==> config.mk <==
export PLATFORM = sky130hd
export DESIGN_NAME = sa_aw_arbiter
export DESIGN_NICKNAME = d
export VERILOG_FILES = /design/src/rtl/sa_aw_arbiter.sv
export SDC_FILE = /design/constraint.sdc
export NUM_CORES = 1
export LEC_CHECK = 0
export CORE_AREA = 2 2 85 87
export CTS_CLUSTER_SIZE = 20
export DETAILED_ROUTE_END_ITERATION = 8
export DIE_AREA = 0 0 87 89
export GPL_ROUTABILITY_DRIVEN = 0
export PLACE_DENSITY = 0.85
export SETUP_SLACK_MARGIN = 0.5
export SLEW_MARGIN = 20
export SYNTH_ARGS = -nofsm -noshare
export SYNTH_HDL_FRONTEND = slang
export SYNTH_SLANG_ARGS = --single-unit
==> constraint.sdc <==
create_clock -name ACLK_i -period 3.1 [get_ports ACLK_i]
set_clock_uncertainty 0.1 [all_clocks]
set_input_delay 0.62 -clock ACLK_i [delete_from_list [all_inputs] [get_ports ACLK_i]]
set_output_delay 0.62 -clock ACLK_i [all_outputs]
set_load 0.05 [all_outputs]
==> src/rtl/sa_aw_arbiter.sv <==
// -----------------------------------------------------------------------------
// sa_aw_arbiter
//   Per-slave write-address arbiter. Collects AW requests from MST_AMT master
//   dispatchers, grants one at a time in round-robin order, prefixes the
//   winning master index onto AWID (so B can be routed back), tracks in-flight
//   writes (closed by B handshakes) and publishes grant order for the W path.
//
// Ports
//   ACLK_i, ARESETn_i     : clock, synchronous active-low reset
//   dsp_AW*_i             : packed per-master AW payload, master k in slice k
//   dsp_AWVALID_i/READY_o : per-master request / grant (grant is same-cycle)
//   s_AW*_o, s_AWVALID_o  : registered AW toward the slave
//   s_AWREADY_i           : slave AW ready
//   s_BVALID_i/BREADY_i   : observed B handshake, retires one write
//   grant_mst_id_o        : master index of the current/last grant
//   grant_shift_en_o      : pulses on each slave AW handshake
//   outst_ctn_o           : number of writes in flight
//
// Build option
//   SA_AW_OUTST_LIMIT_EN  : when defined, arbitration stalls while
//                           OUTSTANDING_AMT writes are in flight; otherwise
//                           the counter only tracks (and wraps).
// -----------------------------------------------------------------------------
module sa_aw_arbiter #(
   parameter int MST_AMT           = 2,
   parameter int OUTSTANDING_AMT   = 8,
   parameter int OUTST_CTN_W       = $clog2(OUTSTANDING_AMT) + 1,
   parameter int MST_ID_W          = $clog2(MST_AMT),
   parameter int ADDR_WIDTH        = 32,
   parameter int TRANS_MST_ID_W    = 5,
   parameter int TRANS_SLV_ID_W    = MST_ID_W + TRANS_MST_ID_W,
   parameter int TRANS_BURST_W     = 2,
   parameter int TRANS_DATA_LEN_W  = 3,
   parameter int TRANS_DATA_SIZE_W = 3
) (
   input  logic                                   ACLK_i,
   input  logic                                   ARESETn_i,
   input  logic [TRANS_MST_ID_W*MST_AMT-1:0]      dsp_AWID_i,
   input  logic [ADDR_WIDTH*MST_AMT-1:0]          dsp_AWADDR_i,
   input  logic [TRANS_BURST_W*MST_AMT-1:0]       dsp_AWBURST_i,
   input  logic [TRANS_DATA_LEN_W*MST_AMT-1:0]    dsp_AWLEN_i,
   input  logic [TRANS_DATA_SIZE_W*MST_AMT-1:0]   dsp_AWSIZE_i,
   input  logic [MST_AMT-1:0]                     dsp_AWVALID_i,
   output logic [MST_AMT-1:0]                     dsp_AWREADY_o,
   output logic [TRANS_SLV_ID_W-1:0]              s_AWID_o,
   output logic [ADDR_WIDTH-1:0]                  s_AWADDR_o,
   output logic [TRANS_BURST_W-1:0]               s_AWBURST_o,
   output logic [TRANS_DATA_LEN_W-1:0]            s_AWLEN_o,
   output logic [TRANS_DATA_SIZE_W-1:0]           s_AWSIZE_o,
   output logic                                   s_AWVALID_o,
   input  logic                                   s_AWREADY_i,
   input  logic                                   s_BVALID_i,
   input  logic                                   s_BREADY_i,
   output logic [MST_ID_W-1:0]                    grant_mst_id_o,
   output logic                                   grant_shift_en_o,
   output logic [OUTST_CTN_W-1:0]                 outst_ctn_o
);

   typedef enum logic {ST_IDLE = 1'b0, ST_BUSY = 1'b1} state_e;

   state_e                          state_q, state_d;
   logic [MST_ID_W-1:0]             rr_ptr_q;
   logic [MST_ID_W-1:0]             grant_q;
   logic [OUTST_CTN_W-1:0]          outst_q, outst_d;
   logic [TRANS_SLV_ID_W-1:0]       awid_q;
   logic [ADDR_WIDTH-1:0]           awaddr_q;
   logic [TRANS_BURST_W-1:0]        awburst_q;
   logic [TRANS_DATA_LEN_W-1:0]     awlen_q;
   logic [TRANS_DATA_SIZE_W-1:0]    awsize_q;

   // Per-master views of the packed dispatcher payload
   logic [TRANS_MST_ID_W-1:0]       awid_arr    [MST_AMT];
   logic [ADDR_WIDTH-1:0]           awaddr_arr  [MST_AMT];
   logic [TRANS_BURST_W-1:0]        awburst_arr [MST_AMT];
   logic [TRANS_DATA_LEN_W-1:0]     awlen_arr   [MST_AMT];
   logic [TRANS_DATA_SIZE_W-1:0]    awsize_arr  [MST_AMT];

   logic [MST_AMT-1:0]              prio_mask;
   logic [MST_AMT-1:0]              masked_req;
   logic [MST_AMT-1:0]              pick_src;
   logic [MST_AMT-1:0]              win_onehot;
   logic [MST_ID_W-1:0]             winner_idx;
   logic                            winner_found;
   logic                            arb_allow;
   logic                            grant_now;
   logic                            aw_hs;
   logic                            b_hs;

   genvar gi, gb;

   generate
      for (gi = 0; gi < MST_AMT; gi++) begin : g_mst
         assign awid_arr[gi]    = dsp_AWID_i[gi*TRANS_MST_ID_W +: TRANS_MST_ID_W];
         assign awaddr_arr[gi]  = dsp_AWADDR_i[gi*ADDR_WIDTH +: ADDR_WIDTH];
         assign awburst_arr[gi] = dsp_AWBURST_i[gi*TRANS_BURST_W +: TRANS_BURST_W];
         assign awlen_arr[gi]   = dsp_AWLEN_i[gi*TRANS_DATA_LEN_W +: TRANS_DATA_LEN_W];
         assign awsize_arr[gi]  = dsp_AWSIZE_i[gi*TRANS_DATA_SIZE_W +: TRANS_DATA_SIZE_W];
         // Masters strictly above the last winner get first look
         assign prio_mask[gi]   = (MST_ID_W'(gi) > rr_ptr_q);
      end

      // One-hot to index: bit b of the index is set when the winner's
      // position has bit b set.
      for (gb = 0; gb < MST_ID_W; gb++) begin : g_idx_bit
         logic [MST_AMT-1:0] sel_mask;
         for (gi = 0; gi < MST_AMT; gi++) begin : g_sel
            assign sel_mask[gi] = (((gi >> gb) & 1) != 0);
         end
         assign winner_idx[gb] = |(win_onehot & sel_mask);
      end
   endgenerate

   // Round-robin: lowest requester above rr_ptr, else wrap to lowest overall
   assign masked_req   = dsp_AWVALID_i & prio_mask;
   assign pick_src     = (|masked_req) ? masked_req : dsp_AWVALID_i;
   assign win_onehot   = pick_src & (~pick_src + MST_AMT'(1));
   assign winner_found = |dsp_AWVALID_i;

`ifdef SA_AW_OUTST_LIMIT_EN
   assign arb_allow = (outst_q < OUTST_CTN_W'(OUTSTANDING_AMT));
`else
   assign arb_allow = 1'b1;
`endif

   // Grant depends only on registered state and requests, never on
   // s_AWREADY_i, so there is no ready-to-ready combinational path.
   assign grant_now = (state_q == ST_IDLE) && arb_allow && winner_found;
   assign aw_hs     = (state_q == ST_BUSY) && s_AWREADY_i;
   // A B handshake with nothing outstanding is ignored
   assign b_hs      = s_BVALID_i && s_BREADY_i && (outst_q != '0);

   always_comb begin
      state_d = state_q;
      case (state_q)
         ST_IDLE: if (grant_now)   state_d = ST_BUSY;
         ST_BUSY: if (s_AWREADY_i) state_d = ST_IDLE;
         default:                  state_d = ST_IDLE;
      endcase
   end

   always_comb begin
      outst_d = outst_q;
      if (aw_hs && !b_hs) begin
         outst_d = outst_q + OUTST_CTN_W'(1);
      end else if (!aw_hs && b_hs) begin
         outst_d = outst_q - OUTST_CTN_W'(1);
      end
   end

   always_ff @(posedge ACLK_i) begin
      if (!ARESETn_i) begin
         state_q   <= ST_IDLE;
         rr_ptr_q  <= MST_ID_W'(MST_AMT - 1);
         grant_q   <= '0;
         outst_q   <= '0;
         awid_q    <= '0;
         awaddr_q  <= '0;
         awburst_q <= '0;
         awlen_q   <= '0;
         awsize_q  <= '0;
      end else begin
         state_q <= state_d;
         outst_q <= outst_d;
         if (grant_now) begin
            grant_q   <= winner_idx;
            awid_q    <= {winner_idx, awid_arr[winner_idx]};
            awaddr_q  <= awaddr_arr[winner_idx];
            awburst_q <= awburst_arr[winner_idx];
            awlen_q   <= awlen_arr[winner_idx];
            awsize_q  <= awsize_arr[winner_idx];
         end
         // Pointer only advances once the slave has actually taken the grant
         if (aw_hs) begin
            rr_ptr_q <= grant_q;
         end
      end
   end

   assign dsp_AWREADY_o    = grant_now ? win_onehot : '0;
   assign s_AWVALID_o      = (state_q == ST_BUSY);
   assign s_AWID_o         = awid_q;
   assign s_AWADDR_o       = awaddr_q;
   assign s_AWBURST_o      = awburst_q;
   assign s_AWLEN_o        = awlen_q;
   assign s_AWSIZE_o       = awsize_q;
   assign grant_mst_id_o   = grant_q;
   assign grant_shift_en_o = aw_hs;
   assign outst_ctn_o      = outst_q;

endmodule

==> summary.md <==
| Metric | Value |
|---|---|
| DR DRC count | 0 |
| Slowest-stage cell, CP | clkdlybuf4s50_1 |
| DP HPWL | 4860 um |
| RR Endpoint | outst_ctn_o[3]$_SDFFE_PN0P_ |
| Worst setup startpoint | dsp_AWVALID_i[1] |
| GRT overflow | 0 |
| Yosys top cell by area | dfxtp_1 |
| Clock power share | 18.7% |
| Cell Area, Synth | 2550 sq um |
| FF-to-FF setup slack | 0.68 ns |
| Post-CTS setup buffer count | 0 |
| H-tree levels | 2 |
| Worst path cell trace | clkdlybuf4s50_1 > a21boi_4 > and2_1 > buf_12 |
| Seq cells post-synth | 52 |
| Run status | completed |
| Setup ws final | 0.621 ns |
| Worst reg2reg startpoint | outst_ctn_o[0]$_SDFFE_PN0P_ |
| Final period utilization | 80.0% |
| Critical path's largest stage delay | 0.51 ns |
| Die height | 89 um |
| DR vias | 2,300 |
| Total track usage | 16.7% |
| Commonest non-fill, non-tap cell in the layout | clkdlybuf4s50_1 |
| Hold_ws | 0.402 ns |
| Max-slew violations | 0 |
| Clock Root Buffer | clkbuf_8 |
| Logic pwr share | 42.3% |
| Avg Cell Area, Syn | 10.3 sq um |
| Final ANT Viol Nets | 0 |
| Maximum number of pins on one net before global-route repair | 92 |
| Area grow syn2layout | 61.8% |
| First-pass GRT wire length | 10,400 um |
| Fin nets | 485 |
| Initial Utilization | 38.0% |
| RSZ-0062 raised after global routing | false |
| Highest clock rate | 403 MHz |
| Port-buffer cells | 151 |
| Worst Reg-to-Reg Cells | 9 |
| Worst-margin pin slew | 0.949 ns |
| Placed inst area | 4030 sq um |
| Worst Setup Start Kind | input port |
| Top cells by area, synth | dfxtp_1 (41%), mux2i_1 (18%), o211a_1 (18%) |
| Synth unique cells | 26 |
| First-pass iteration count of the detailed router | 4 |
| Die Span X | 87 um |
| Critical path required time | 2.38 ns |
| Fraction of final layout cells sized beyond drive strength 1 | 4.68% |
| CTS tree | built |
| Num CTS Buffers | 5 |
| Worst EP arrival | 1.76 ns |
| Crit path depth | 4 |
| WS Path Type | in -> out |
| Max IR drop VDD | 0.258 mV |
| Final min period | 2.48 ns |
| Power share of the sequential group | 39.0% |
| Top delay family on crit path | buffers and inverters |
| Number of global-route vias before repair | 2,284 |
| Initial DRC Count | 68 |
| CP endpoint | dsp_AWREADY_o[1] |
| Antenna violations before repair | 0 |
| Core ar. | 6720 sq um |
| Routed WL | 6530 um |
| Yosys warns | 0 |
| Share of the synthesized area in the top cell type | 40.8% |
| Max cap viols | 0 |
| Dpl ws | 0.353 ns |
| Cell internal pwr | 1.31 mW |
| Clock transition at path regs | 0.08 ns |
| Clk sinks | 52 |
| Die Area | 7740 sq um |
| Setup_tns | 0 ns |
| CTS hold repair buffers | 0 |
| Max FO, Critical Path | 4 |
| Most frequent cells in the layout | clkdlybuf4s50_1 (147), nand2_1 (50), dfxtp_1 (50), mux2i_1 (47), o211a_1 (45) |
| Clk buf depth | 2 |
| WP buf/inv | 2 |
| Fin. Hold Viols | 0 |
| Type of the most critical hold path | reg -> reg |
| Leak Pwr | 1.98 nW |
| Pwr Density | 499 nW/um^2 |
| Syn_nets | 348 |
| Skew-Pair Late Insertion Delay | 0.29 ns |
| Wirelength per Cell | 14.0 um |
| Crit end category | primary output |
| IO Pins | 152 |
| Finished Cell Area | 4130 sq um |
| Util after Layout | 61.4% |
| Synth Instances | 247 |
| Sw frac | 36.2% |
| Slew headroom | 36.8% |
| # rows | 30 |
| Count of final setup violators | 0 |
| Via density per instance | 4.95 |
| Sw Pwr | 0.745 mW |
| Sequential-to-total area share from yosys stat | 40.8% |
| Inserted Diodes | 0 |
==> registers in the layout (all words and copies together), names as in the netlist <==
register,flops
s_AWSIZE_o,3
grant_mst_id_o,1
s_AWLEN_o,3
s_AWID_o,5
outst_ctn_o,4
rr_ptr_q,1
s_AWADDR_o,32
s_AWVALID_o,1
s_AWBURST_o,2
==> power by group through the flow <==
| stage | Clock [mW] | Combinational, mW | Sequential [mW] |
|---|---|---|---|
| floorplan | 0 | 0.290 | 1.08 |
| global placement | 0 | 0.853 | 0.812 |
| detailed placement | 0 | 0.870 | 0.816 |
| CTS | 0.403 | 0.873 | 0.801 |
| global route | 0.434 | 0.926 | 0.814 |
| finish | 0.384 | 0.870 | 0.802 |
==> through the flow <==
stage	std cells	total power, mW
after floorplan	247	1.37
after global placement	457	1.67
after detailed placement	457	1.69
after CTS	465	2.08
after global routing	465	2.17
final	465	2.06
==> metal layers <==
metal	wire [um]	GRT usage, %	vias to the layer above
met2	3370	30.1	89
met3	562	5.72	5
li1	-	-	1153
met4	37	3.84	0
met5	0	0	-
met1	2560	19.0	1053
==> cell type report <==
| class | instances | area, sq um |
|---|---|---|
| multi-input combinational | 170 | 1350 |
| timing repair buffer | 153 | 1540 |
| clock buffer | 8 | 90.1 |
| fill | 591 | 2590 |
| inverter | 2 | 7.51 |
| sequential | 52 | 1040 |
| tap | 80 | 100 |
==> synthesized netlist by cell type, drive strengths merged <==
cell type	number
xnor2	2
mux2i	47
clkbuf	10
a211oi	1
nand3	3
buf	13
fa	1
a21oi	1
and2	3
a21boi	1
nand2b	1
o21a	1
o211a	45
a31oi	1
nor2	3
dfxtp	52
nor2b	3
nand2	50
nor3b	1
ha	3
o21ai	1
o311a	1
inv	2
or4	1
==> cell families (layout without fill, tap and decap cells) <==
family	count (synthesis)	count (layout)	share of synthesized area, %
xor+xnor	2	2	0.687
simple gates	65	65	10.7
mux	47	47	18.4
buf+inv	25	163	7.36
fa+ha+maj	4	4	2.26
flops	52	52	40.8
compound gates	52	52	19.7
==> worst min-delay path by stage <==
| stage | startpoint | slack (ns) | cells past startpoint | end |
|---|---|---|---|---|
| floorplan | rr_ptr_q$_SDFFE_PN1P_ | 0.38 | 2 | rr_ptr_q$_SDFFE_PN1P_ |
| global placement | outst_ctn_o[3]$_SDFFE_PN0P_ | 0.38 | 2 | outst_ctn_o[3]$_SDFFE_PN0P_ |
| detailed placement | s_AWSIZE_o[0]$_SDFFE_PN0P_ | 0.39 | 1 | s_AWSIZE_o[0]$_SDFFE_PN0P_ |
| CTS | s_AWSIZE_o[0]$_SDFFE_PN0P_ | 0.41 | 1 | s_AWSIZE_o[0]$_SDFFE_PN0P_ |
| global route | s_AWLEN_o[2]$_SDFFE_PN0P_ | 0.42 | 1 | s_AWLEN_o[2]$_SDFFE_PN0P_ |
| finish | s_AWSIZE_o[0]$_SDFFE_PN0P_ | 0.40 | 1 | s_AWSIZE_o[0]$_SDFFE_PN0P_ |
==> repair_timing <==
item	CTS	global route
setup endpoints to repair	0	1
hold endpoints to repair	0	0
resized for setup	0	2
Note: power is estimated with default switching activity, not from simulation.
==> edit 1 (config.mk and constraints unchanged) <==
Add a define of `SA_AW_OUTST_LIMIT_EN`.
--- a/src/rtl/sa_aw_arbiter.sv
+++ b/src/rtl/sa_aw_arbiter.sv
@@ -23,2 +23,4 @@
 // -----------------------------------------------------------------------------
+`define SA_AW_OUTST_LIMIT_EN
+
 module sa_aw_arbiter #(
Formal check against the unedited RTL: same outputs for any inputs over 10 cycles, from zero or initial values and one cycle with ARESETn_i low; that may be too few to reach the edited logic, so the function may still have changed.
==> edit 1 against the unedited design <==
Routed wire length is 0.14% higher. Setup slack worse by 0.090 ns. Count of clock-buffer cells in the layout is 2 lower. Hold slack better by 0.0033 ns. Sequential cell count stayed put. Area after synthesis is 0.64% higher. Cell area is 2.0% higher. Critical path type unchanged.
Power is not compared: it rests on default switching activity, and its combinational part moved more than twofold at a synthesized area within 25%.
==> edit 1: results (changes against the unedited design) <==
* Top cells by area, synth: dfxtp_1 41%, mux2i_1 18%, o211a_1 18% (unchanged)
* Layout cells sized above 1 at 5.94% (was 4.68%)
* First-pass GRT wire length at 10,400 um (about the same)
* Root Driver: clkbuf_8 (unchanged)
* HPWL Detailed at 4930 um (was 4860 um)
* Clk Latency, worst-skew pair at 0.29 ns (about the same)
* Diode count at 0 (unchanged)
* Post-synth top flop: dfxtp_1 (unchanged)
* Clk slew on worst S/H paths at 0.10 ns (was 0.08 ns)
* Routed wire per std cell at 14.0 um (about the same)
* Synth warn at 0 (unchanged)
* Max reg flops at 32 (unchanged)
* PortBufs at 151 (unchanged)
* Antenna violations before repair at 0 (unchanged)
* WP data arrival at 1.85 ns (was 1.76 ns)
* Largest net degree at the start of global routing at 93 (was 92)
* CTS Buf Count at 5 (unchanged)
* Worst min path class: flop to flop (unchanged)
* P_int at approximately 1900 uW
* Syn Nets at 348 (unchanged)
* Status: complete, no violations (unchanged)
* TritonRoute pass-1 iters at 4 (unchanged)
* Max rail drop VDD at between 0.3 and 0.4 mV
* Deepest clock path buffer count at 2 (unchanged)
* Filler cells at 577 (was 591)
* Initial DRC count at 65 (was 68)
* H-tree depth at 2 (unchanged)
* CP max FO at 3 (was 4)
* Pleak at between 0.002 and 0.0025 uW
* Measured slew at the worst slew-check pin at 0.535 ns (was 0.949 ns)
* Most common library cells after synthesis: 52 x dfxtp_1, 48 x nand2_1, 47 x mux2i_1 (was 52 x dfxtp_1, 50 x nand2_1, 47 x mux2i_1)
* GRT Total Usage at 16.8% (was 16.7%)
* Synth cell types at 27 (was 26)
* Vias after detailed routing at 2,332 (was 2,300)
* Final nets at 487 (was 485)
* Asr flop ratio synth at 0% (unchanged)
* Placed Area at 4070 um2 (was 4030 um2)
* Register area share after synthesis at 40.6% (was 40.8%)
-- edit 1: worst max-delay path, stage by stage --
cell             delay [ns]
clkdlybuf4s50_1        0.56
inv_1                  0.09
a2111oi_4              0.39
buf_12                 0.18
-- edit 1: power groups by stage --
stage                     combinational, uW  clock (uW)  sequential (uW)
after floorplan                         552           0             1730
after global placement                 1880           0             1010
after detailed placement               1900           0             1030
after CTS                              1910         501             1020
after global routing                   2010         525             1040
final                                  1900         485             1010
-- edit 1: timing repair --
item	in CTS	in global routing
setup endpoints to repair	1	2
hold buffers	0	0
resized for setup	1	3
setup buffers	0	0
-- edit 1: worst paths after layout --
path / end / cells after the start / slack (ns) / startpoint
worst min-delay path: s_AWLEN_o[1] / 1 / 0.41 / s_AWLEN_o[1]
worst max register to register: outst_ctn_o[3] / 9 / 0.68 / outst_ctn_o[3]
worst min register to register: s_AWLEN_o[1] / 1 / 0.41 / s_AWLEN_o[1]
worst max-delay path: dsp_AWREADY_o[0] / 4 / 0.53 / dsp_AWVALID_i[0]
-- edit 1: final cells by class --
| cell class | instances | share of cell area (%) |
|---|---|---|
| repair buffers | 155 | 37.2 |
| inverters | 3 | 0.268 |
| clock inverters | 2 | 0.922 |
| well taps | 80 | 2.38 |
| clock buffers | 6 | 1.96 |
| flip-flops and latches | 52 | 24.8 |
| multi-input cells | 169 | 32.5 |
-- edit 1: kinds of logic after synthesis --
logic type,synth area share [%]
adders and majority gates,2.24
xor gates and xnor gates,0.683
muxes,18.3
buffers and inverters,7.70
AOI/OAI and AO/OA,20.1
and+or+nand+nor,10.3
DFF,40.6
-- edit 1: metal layers --
| metal | wire length (um) | GRT usage, % | vias to the layer above |
|---|---|---|---|
| met1 | 2580 | 18.3 | 1084 |
| met3 | 511 | 5.82 | 6 |
| met2 | 3380 | 31.0 | 85 |
| li1 | - | - | 1157 |
| met4 | 68 | 4.55 | 0 |
| met5 | 0 | 0 | - |
-- edit 1: stage by stage --
| stage | hold slack (ns) | cells | util [%] | setup WS, ns |
|---|---|---|---|---|
| after detailed placement | 0.385 | 459 | 60.5 | 0.335 |
| after global placement | 0.378 | 459 | 60.5 | 0.437 |
| final | 0.406 | 467 | 62.6 | 0.530 |
| after floorplan | 0.421 | 247 | - | 0.593 |
| after global routing | 0.427 | 467 | 62.6 | 0.481 |
| after CTS | 0.411 | 467 | 62.5 | 0.526 |
==> edit 2 (same settings) <==
Made on the original files. Reset style: asynchronous (`ARESETn_i`), changed in one clocked block. Comments in the files are not updated.
--- a/src/rtl/sa_aw_arbiter.sv
+++ b/src/rtl/sa_aw_arbiter.sv
@@ -149,3 +149,3 @@
 
-   always_ff @(posedge ACLK_i) begin
+   always_ff @(posedge ACLK_i or negedge ARESETn_i) begin
       if (!ARESETn_i) begin
Formal check against the unedited RTL: differs if ARESETn_i is asserted again (counterexample within 4 cycles, from zero or initial values and one cycle with ARESETn_i low); with ARESETn_i held inactive, the same outputs for 10 cycles.
==> edit 2 against the unedited design <==
Area after synthesis grew 0.59%. Cell area increased by 2.8%. Sequential cell count is the same. Setup slack got worse by 0.055 ns. Synthesized cell count fell by 3.2%. Fmax fell by 2.2%. Highest routed layer unchanged. Hold slack got worse by 0.16 ns. Sequential power rose by 22%. Routed wire length stayed put. Power grew 47%.
==> edit 2: results (changes against the unedited design) <==
* #MultiIn Comb at 169 (was 170)
* Period utilization at 81.7% (was 80.0%)
* Footprint of the multi-input gates at 1160 um2 (was 1350 um2)
* Met3 Resource Use GR at 4.71% (was 5.72%)
* Max rail drop VDD at 0.446 mV (was 0.258 mV)
* Non-clock buffers, area share at 37.2% (was 37.3%)
* Status: complete, no violations (unchanged)
* Vias per cell at 4.86 (was 4.95)
* Layout cells sized above 1 at 7.51% (was 4.68%)
* Switch Pwr at 1330 uW (was 745 uW)
* Met1 usage at 18.8% (was 19.0%)
* R2r worst-path depth at 8 (was 9)
* CP max FO at 6 (was 4)
* Nonclk inv count at 1 (was 2)
* Synth cell types at 31 (was 26)
* Clock network share of area at 2.12% (was 2.18%)
* Register area at 1310 um2 (was 1040 um2)
* Final cell utilization of the core at 63.1% (was 61.4%)
* Top cells by area, synth: dfrtp_1 50%, mux2i_1 18%, o21ai_1 7.8% (was dfxtp_1 41%, mux2i_1 18%, o211a_1 18%)
* R2R setup slack at 0.57 ns (was 0.68 ns)
* RR Endpoint: outst_ctn_o[3] (unchanged)
* Placed Area at 4120 um2 (was 4030 um2)
* Measured slew at the worst slew-check pin at 0.785 ns (was 0.949 ns)
* Register area share after synthesis at 50.8% (was 40.8%)
* GRT Total Usage at 17.1% (was 16.7%)
* WP data arrival at 2.61 ns (was 1.76 ns)
* Syn_area_per_cell at 10.7 um2 (was 10.3 um2)
* Combinational share of power at 54.8% (was 42.3%)
* Filler cells at 568 (was 591)
* Pleak at 0.00182 uW (was 0.00198 uW)
* Initial DRC count at 58 (was 68)
* Worst hold slack at 0.238 ns (was 0.402 ns)
* Post-synth top flop: dfrtp_1 (was dfxtp_1)
* Worst min path class: primary input to asynchronous set/reset pin (was flop to flop)
[edit 2: cell count changes after synthesis, moves of 5 or more]
cell	unedited run	this run
o211a_1	45	0
dfxtp_1	52	0
o21ai_0	1	6
o21ai_1	0	40
dfrtp_1	0	51
clkbuf_1	10	5
[edit 2: critical path, cell delays in order, from the launching register on]
cell and delay [ns]:
dfrtp_2 0.44, or4_1 0.54, nand3_1 0.14, ha_4 0.17, inv_2 0.07, ha_4 0.24
or4_1 0.51, o211ai_1 0.11, o211ai_1 0.10
[edit 2: timing repair]
item                                    4_1_cts  5_1_grt
endpoints found under the setup margin        2        3
hold buffers                                  0        0
gates resized for setup                       2        3
buffers inserted                              1        0
pin swaps                                     0        0
[edit 2: kinds of logic (layout without fill, tap and decap cells)]
family,after synthesis,in the layout,share of synthesized area [%]
adders and majority gates,4,4,2.24
AOI/OAI and AO/OA,54,54,11.4
xor gates and xnor gates,2,2,0.683
muxes,48,48,18.8
buffers and inverters,18,165,5.90
DFF,52,52,50.8
and+or+nand+nor,61,61,10.1
